$ cat src/rtl/seg7_scan_driver.sv
// seg7_scan_driver: multiplexed 7-segment scanner with a frame-synchronous pending/display buffer.
// Define SEG7_LZB_EN to enable leading-zero blanking.
module seg7_scan_driver #(
  parameter int NUM_DIGITS  = 8,
  parameter int REFRESH_DIV = 100000
) (
  input  logic                    clk,
  input  logic                    reset,
  input  logic [4*NUM_DIGITS-1:0] data,
  input  logic [NUM_DIGITS-1:0]   dp_in,
  input  logic [NUM_DIGITS-1:0]   digit_en,
  input  logic                    load,
  output logic [NUM_DIGITS-1:0]   an,
  output logic [6:0]              seg,
  output logic                    dp,
  output logic                    frame_done
);
  localparam int CW = REFRESH_DIV > 1 ? $clog2(REFRESH_DIV) : 1;
  localparam int IW = NUM_DIGITS > 1 ? $clog2(NUM_DIGITS) : 1;
  localparam logic [111:0] LUT = {7'h38, 7'h30, 7'h42, 7'h31, 7'h60, 7'h08, 7'h04, 7'h00,
                                  7'h0F, 7'h20, 7'h24, 7'h4C, 7'h06, 7'h12, 7'h4F, 7'h01};
  logic [CW-1:0] cnt_q, cnt_d;
  logic [IW-1:0] idx_q, idx_d;
  logic [4*NUM_DIGITS-1:0] disp_q, disp_d, pend_q, pend_d;
  logic [NUM_DIGITS-1:0] ddp_q, ddp_d, pdp_q, pdp_d, an_q, an_d, lz;
  logic pflag_q, pflag_d, dp_q, dp_d, fd_q, fd_d;
  logic [6:0] seg_q, seg_d;
  logic tick, bound, blank;
  logic [3:0] nib;
`ifdef SEG7_LZB_EN
  logic z;
  always_comb begin
    z = 1'b1;
    lz = '0;
    for (int i = NUM_DIGITS - 1; i > 0; i--) begin
      z = z && (disp_q[4*i +: 4] == 4'd0);
      lz[i] = z;
    end
  end
`else
  assign lz = '0;
`endif
  always_comb begin
    tick = cnt_q == CW'(REFRESH_DIV - 1);
    bound = tick && (idx_q == IW'(NUM_DIGITS - 1));
    cnt_d = tick ? '0 : cnt_q + 1'b1;
    idx_d = bound ? '0 : tick ? idx_q + 1'b1 : idx_q;
    disp_d = (bound && pflag_q) ? pend_q : disp_q;
    ddp_d = (bound && pflag_q) ? pdp_q : ddp_q;
    pend_d = load ? data : pend_q;
    pdp_d = load ? dp_in : pdp_q;
    // a load landing on the boundary stays pending for the following frame
    pflag_d = load || (pflag_q && !bound);
    nib = disp_q[{idx_q, 2'b00} +: 4];
    blank = !digit_en[idx_q] || lz[idx_q];
    an_d = blank ? '1 : ~(NUM_DIGITS'(1) << idx_q);
    seg_d = blank ? 7'h7F : LUT[7*nib +: 7];
    dp_d = blank || !ddp_q[idx_q];
    fd_d = bound;
  end
  always_ff @(posedge clk or posedge reset) begin
    if (reset) begin
      cnt_q <= '0;
      idx_q <= '0;
      disp_q <= '0;
      ddp_q <= '0;
      pend_q <= '0;
      pdp_q <= '0;
      pflag_q <= 1'b0;
      an_q <= '1;
      seg_q <= 7'h7F;
      dp_q <= 1'b1;
      fd_q <= 1'b0;
    end else begin
      cnt_q <= cnt_d;
      idx_q <= idx_d;
      disp_q <= disp_d;
      ddp_q <= ddp_d;
      pend_q <= pend_d;
      pdp_q <= pdp_d;
      pflag_q <= pflag_d;
      an_q <= an_d;
      seg_q <= seg_d;
      dp_q <= dp_d;
      fd_q <= fd_d;
    end
  end
  assign an = an_q;
  assign seg = seg_q;
  assign dp = dp_q;
  assign frame_done = fd_q;
endmodule

$ cat config.mk
export PLATFORM = sky130hd
export DESIGN_NAME = seg7_scan_driver
export DESIGN_NICKNAME = d
export VERILOG_FILES = /design/src/rtl/seg7_scan_driver.sv
export SDC_FILE = /design/constraint.sdc
export NUM_CORES = 1
export LEC_CHECK = 0
export CORE_ASPECT_RATIO = 0.8
export CORE_MARGIN = 8
export CORE_UTILIZATION = 50
export CTS_CLUSTER_SIZE = 8
export DETAILED_ROUTE_END_ITERATION = 10
export MAX_ROUTING_LAYER = met4
export PLACE_DENSITY_LB_ADDON = 0.08
export SLEW_MARGIN = 20
export SYNTH_ARGS = -nofsm -noshare
export SYNTH_HDL_FRONTEND = slang
export SYNTH_SLANG_ARGS = --single-unit
$ cat constraint.sdc
create_clock -name clk -period 4.52 [get_ports clk]
set_input_delay 1.356 -clock clk [delete_from_list [all_inputs] [get_ports clk]]
set_output_delay 1.356 -clock clk [all_outputs]
set_load 0.01 [all_outputs]
Word-level counts from Yosys, hierarchy flattened:

Memories as Yosys holds them, arrays and structs flattened.
Cells that the tools add are included.

* add/sub/neg operators: 2
* multipliers: 1
* divide/modulo/power cells: 0
* $lt $le $gt $ge: 1
* equality and inequality tests: 2
* shift operators: 3
* multiplexer cells: 10
* bitwise logic cells: 1
* reduce and logical (&&, ||, !) cells: 10

Operator list (count)
* variable part select 112 x 8 -> 7 bit, first input constant: 1
* variable part select 32 x 6 -> 4 bit: 1
* adder 17 x 1 -> 17 bit, second input constant: 1
* == test 17 bit, second input constant: 1
* two-way mux 17 bit: 1
* two-way mux 8 bit: 1
* inverter 8 bit: 1
* << shifter 1 x 3 -> 8 bit, first input constant: 1
* multiplier 3 x 4 -> 7 bit, first input constant: 1
* two-way mux 7 bit: 1
* binary-select mux 1 bit (select 3 bit): 2
* two-way mux 3 bit: 2
* < comparator 3 x 4 -> 1 bit, second input constant: 1
* adder 3 x 1 -> 3 bit, second input constant: 1
* == test 3 bit, second input constant: 1
* logical AND 1 bit: 3
* logical NOT 1 bit: 3
* logical OR 1 bit: 3
* two-way mux 1 bit: 3
* nonzero test 2 bit: 1

* flip-flop bits (word level): 118
* latch bits: 0
* memory bits (writable): 0
* bits in read-only memories: 8
* output and inout bits: 17
* logic and storage cells: 42
* memories: 1

Memory list
* (name not given): depth 8, bits a word 1, rd ports 1, clocked after memory_dff 0, wr ports 0, RTL line 55 `blank = !digit_en[idx_q] || lz[idx_q];`

Depth between registers and ports, before layout:

* word-level depth: 5
* mapped depth: 10
* gate-level depth less buffers: 9

Worst setup path after synthesis:

OpenSTA, ideal clock, no wires.

* path kind: input to register
* start point: input digit_en[6]
* end point: register seg_q[6] (netlist: seg[6])
* arrival: 2.550 ns
* setup slack: 1.881 ns
* stages: 4
* buffers on the path: 0
* cells stage by stage: mux2_2 mux4_2 and4_1 a211oi_1

* word-level cells in the longest chain between the ends: 5

RTL lines
* start: declaration: RTL line 11 `input logic [NUM_DIGITS-1:0] digit_en,`
* binary-select mux 1 bit (select 3 bit): RTL line 55
* two-way mux 1 bit (not written as such): RTL line 55
* logical NOT 1 bit: RTL line 55
* logical OR 1 bit: RTL line 55
* two-way mux 7 bit: RTL line 57 `seg_d = blank ? 7'h7F : LUT[7*nib +: 7];`
* net seg_d[6]: RTL line 27 `logic [6:0] seg_q, seg_d;`
* end signal: assignment: RTL line 83 `seg_q <= seg_d;`
* end: declaration: RTL line 27

The timed path passes the listed nets, and every way through them passes these cells. The select of a mux whose other input is x is not followed.
A chain may end at the register's enable or synchronous reset.

Worst setup path after layout:

* start point: input digit_en[3]
* end point: register seg_q[6] (netlist: seg[6])

The elaborated chain is that of the path after synthesis.

==> reports/metrics.csv <==
metric,value,unit
design area,0.00666,sq mm
root buffer selected by CTS,clkbuf_16,
Final Critical Period,2.88,ns
data required time of the critical path,4.83,ns
total gr overflow,0,
Core Region,0.0102,sq mm
Overall Global Routing Usage,16.4,%
syn_nets,440,
routed via count,3123,
TritonCTS clock tree,done,
Final Setup Violations,0,
"Primary FF master, synth",dfrtp_1,
starting utilization of the core area,51.4,%
asr flop ratio synth,100,%
top cell type's share of synthesized area,48.5,%
CP Max Fanout,10,
Final Hold Viols,0,
Post-CTS Setup Inserts,0,
cell taking the most area after synthesis,dfrtp_1,
RSZ-0062 raised after global routing,no,
Avg WL per Cell,16.8,um
vias in the first global route,3389,
grt peak-use layer,met2,
"EDFF count, synth",0,
Leak,2.94,nW
nets@finish,516,
kind of critical path,in2reg,
Min Hold Slack,0.480,ns
CTS max path bufs,2,
Total Power,2.65,mW
number of diodes,0,
grt met1 use,21.3,%
Site Rows,33,
"antenna viol nets, final",0,
Fill cells,830,
CTS Sinks,118,
share of cells above drive strength 1,31.8,%
"Slew Viols, Final",0,
unique cell type count in the Yosys netlist,44,
Final Cycle Share,63.6,%
Setup crit end kind,flop,
HPWL Detailed,6810,um
TNS Setup,0,ns
# DRC,0,
clk_skew,0.00629,ns
Post-DP Area,0.00603,sq mm
worst min path class,reg2reg,
met2 GRT Util,23.5,%
sequential share of the synthesized area,56.5,%
antenna violations before repair,0,
largest net degree at the start of global routing,52,
Yosys reg bits,118,
Post-Synthesis Cells,376,
Max Fclk,348,MHz
Worst-Skew Late Latency,0.41,ns
first-pass GRT wire length,17000,um
R2R setup slack,1.77,ns
synthesis warning total,0,
number of max-cap violations,0,
routed wire length,10100,um
DIE WIDTH,131,um
Max IR drop VDD,0.287,mV
Iter 0 DRT Violations,158,
Post-Syn Area,0.00526,sq mm
Post-CTS Resized,0,
Avg Synthesized Cell Area,14.0,sq um
# port buffers,67,
"count leader, synth",dfrtp_1,
Num CTS Buffers,17,
count of hold-fix buffers inserted at cts,0,
Die H,108,um
Synth top cells by count,"dfrtp_1, mux2_2, nand2_1",
CP arrival,3.18,ns
die area,0.0141,sq mm
clk slew on worst S/H paths,0.05,ns
slew margin rel.,36.7,%
vias per cell,5.16,
boundary pin count,68,
GPL Wtd Cong,0.750,
DR pass1 iterations,4,
GR Layer Usage met3,5.05,%
top post-synthesis cells by area,"dfrtp_1, mux2_2, dfstp_2",
Max H-tree Level,4,
Tightest Pin Transition,0.950,ns
Area Overhead vs Synth,26.5,%
startpoint types,input port,
status,"finished, final reports clean",
Power Density,398,mW/mm^2
-- cell usage in the layout (no fill, tap or decap), drive strengths merged, types with 2 or more instances in the layout --
| master | netlist | routed |
|---|---|---|
| dfrtp | 102 | 102 |
| mux2 | 86 | 86 |
| clkdlybuf4s50 | 0 | 66 |
| nand2 | 27 | 27 |
| clkbuf | 4 | 21 |
| nor2 | 16 | 16 |
| dfstp | 16 | 16 |
| inv | 15 | 16 |
| nand3 | 14 | 14 |
| ha | 13 | 13 |
| xnor2 | 10 | 10 |
| mux4 | 10 | 10 |
| mux2i | 8 | 8 |
| xor2 | 6 | 6 |
| nor3 | 6 | 6 |
| buf | 11 | 6 |
| clkinv | 1 | 6 |
| a211oi | 4 | 4 |
| o221ai | 3 | 3 |
| and3 | 3 | 3 |
| bufinv | 0 | 3 |
| o21ai | 2 | 2 |
| and2 | 2 | 2 |
| nand4 | 2 | 2 |
| a21oi | 2 | 2 |
| nor4 | 2 | 2 |
| clkinvlp | 0 | 2 |
| and4 | 2 | 2 |
-- worst max-delay path, cell delays in order --
cell	delay (ns)
clkdlybuf4s50_1	0.40
mux2i_1	0.26
inv_1	0.07
mux4_2	0.60
and4_1	0.23
a211oi_1	0.26
-- path summary, 6_finish.rpt --
kind,from,cells after the start,end
min in group asynchronous,reset,2,cnt_q[12]
hold / removal,disp_q[31],1,disp_q[31]
max in group asynchronous,reset,3,disp_q[9]
setup / recovery,digit_en[3],6,seg[6]
hold reg to reg,disp_q[31],1,disp_q[31]
setup reg to reg,idx_q[1],9,seg[0]
-- logic make-up (layout without fill, tap and decap cells) --
| family | Yosys count | count (layout) | share of synthesized area (%) |
|---|---|---|---|
| adder cells (fa/ha/maj) | 13 | 13 | 3.09 |
| flip-flops | 118 | 118 | 56.5 |
| multiplexers | 104 | 104 | 24.9 |
| AO/OA/AOI/OAI | 15 | 15 | 2.07 |
| XOR/XNOR | 16 | 16 | 2.66 |
| buffers and inverters | 31 | 120 | 3.30 |
| AND/OR/NAND/NOR | 79 | 79 | 7.54 |
-- routing by layer --
metal / part of all wire (%) / vias to the layer above / wire (um)
met2: 45 / 64 / 4610
li1: - / 1482 / -
met5: 0 / - / 0
met3: 5.1 / 14 / 515
met4: 1.3 / 0 / 134
met1: 48 / 1563 / 4890
-- sequential cells by signal, indices dropped and copies added (netlist names) --
signal,count
cnt_q,17
seg,7
disp_q,32
frame_done,1
pflag_q,1
dp,1
pdp_q,8
pend_q,32
ddp_q,8
idx_q,3
an,8
-- cell type report --
cell class	instances	area [sq um]	share of cell area [%]
clock buffers	21	480	7.22
flip-flops and latches	118	2970	44.7
well taps	140	175	2.63
inverters	16	62.6	0.940
clock inverters	11	146	2.20
multi-input cells	227	2120	31.8
repair buffers	72	703	10.6
-- power breakdown --
| group | switching (mW) | internal (mW) | leakage [nW] |
|---|---|---|---|
| sequential | 0.0192 | 1.10 | 1.48 |
| combinational | 0.0507 | 0.0808 | 1.16 |
| clock | 0.473 | 0.925 | 0.305 |
-- through the flow --
| step | utilization [%] | std cells | worst slack (ns) |
|---|---|---|---|
| 3_5_place_dp | 58.9 | 573 | 1.29 |
| 4_1_cts | 65.0 | 605 | 1.65 |
| 6_report | 65.0 | 605 | 1.64 |
| 2_1_floorplan | - | 376 | 0.0614 |
| 3_3_place_gp | 58.9 | 573 | 1.34 |
| 5_1_grt | 65.0 | 605 | 1.55 |
No activity file was read; power rests on OpenSTA's default activity.
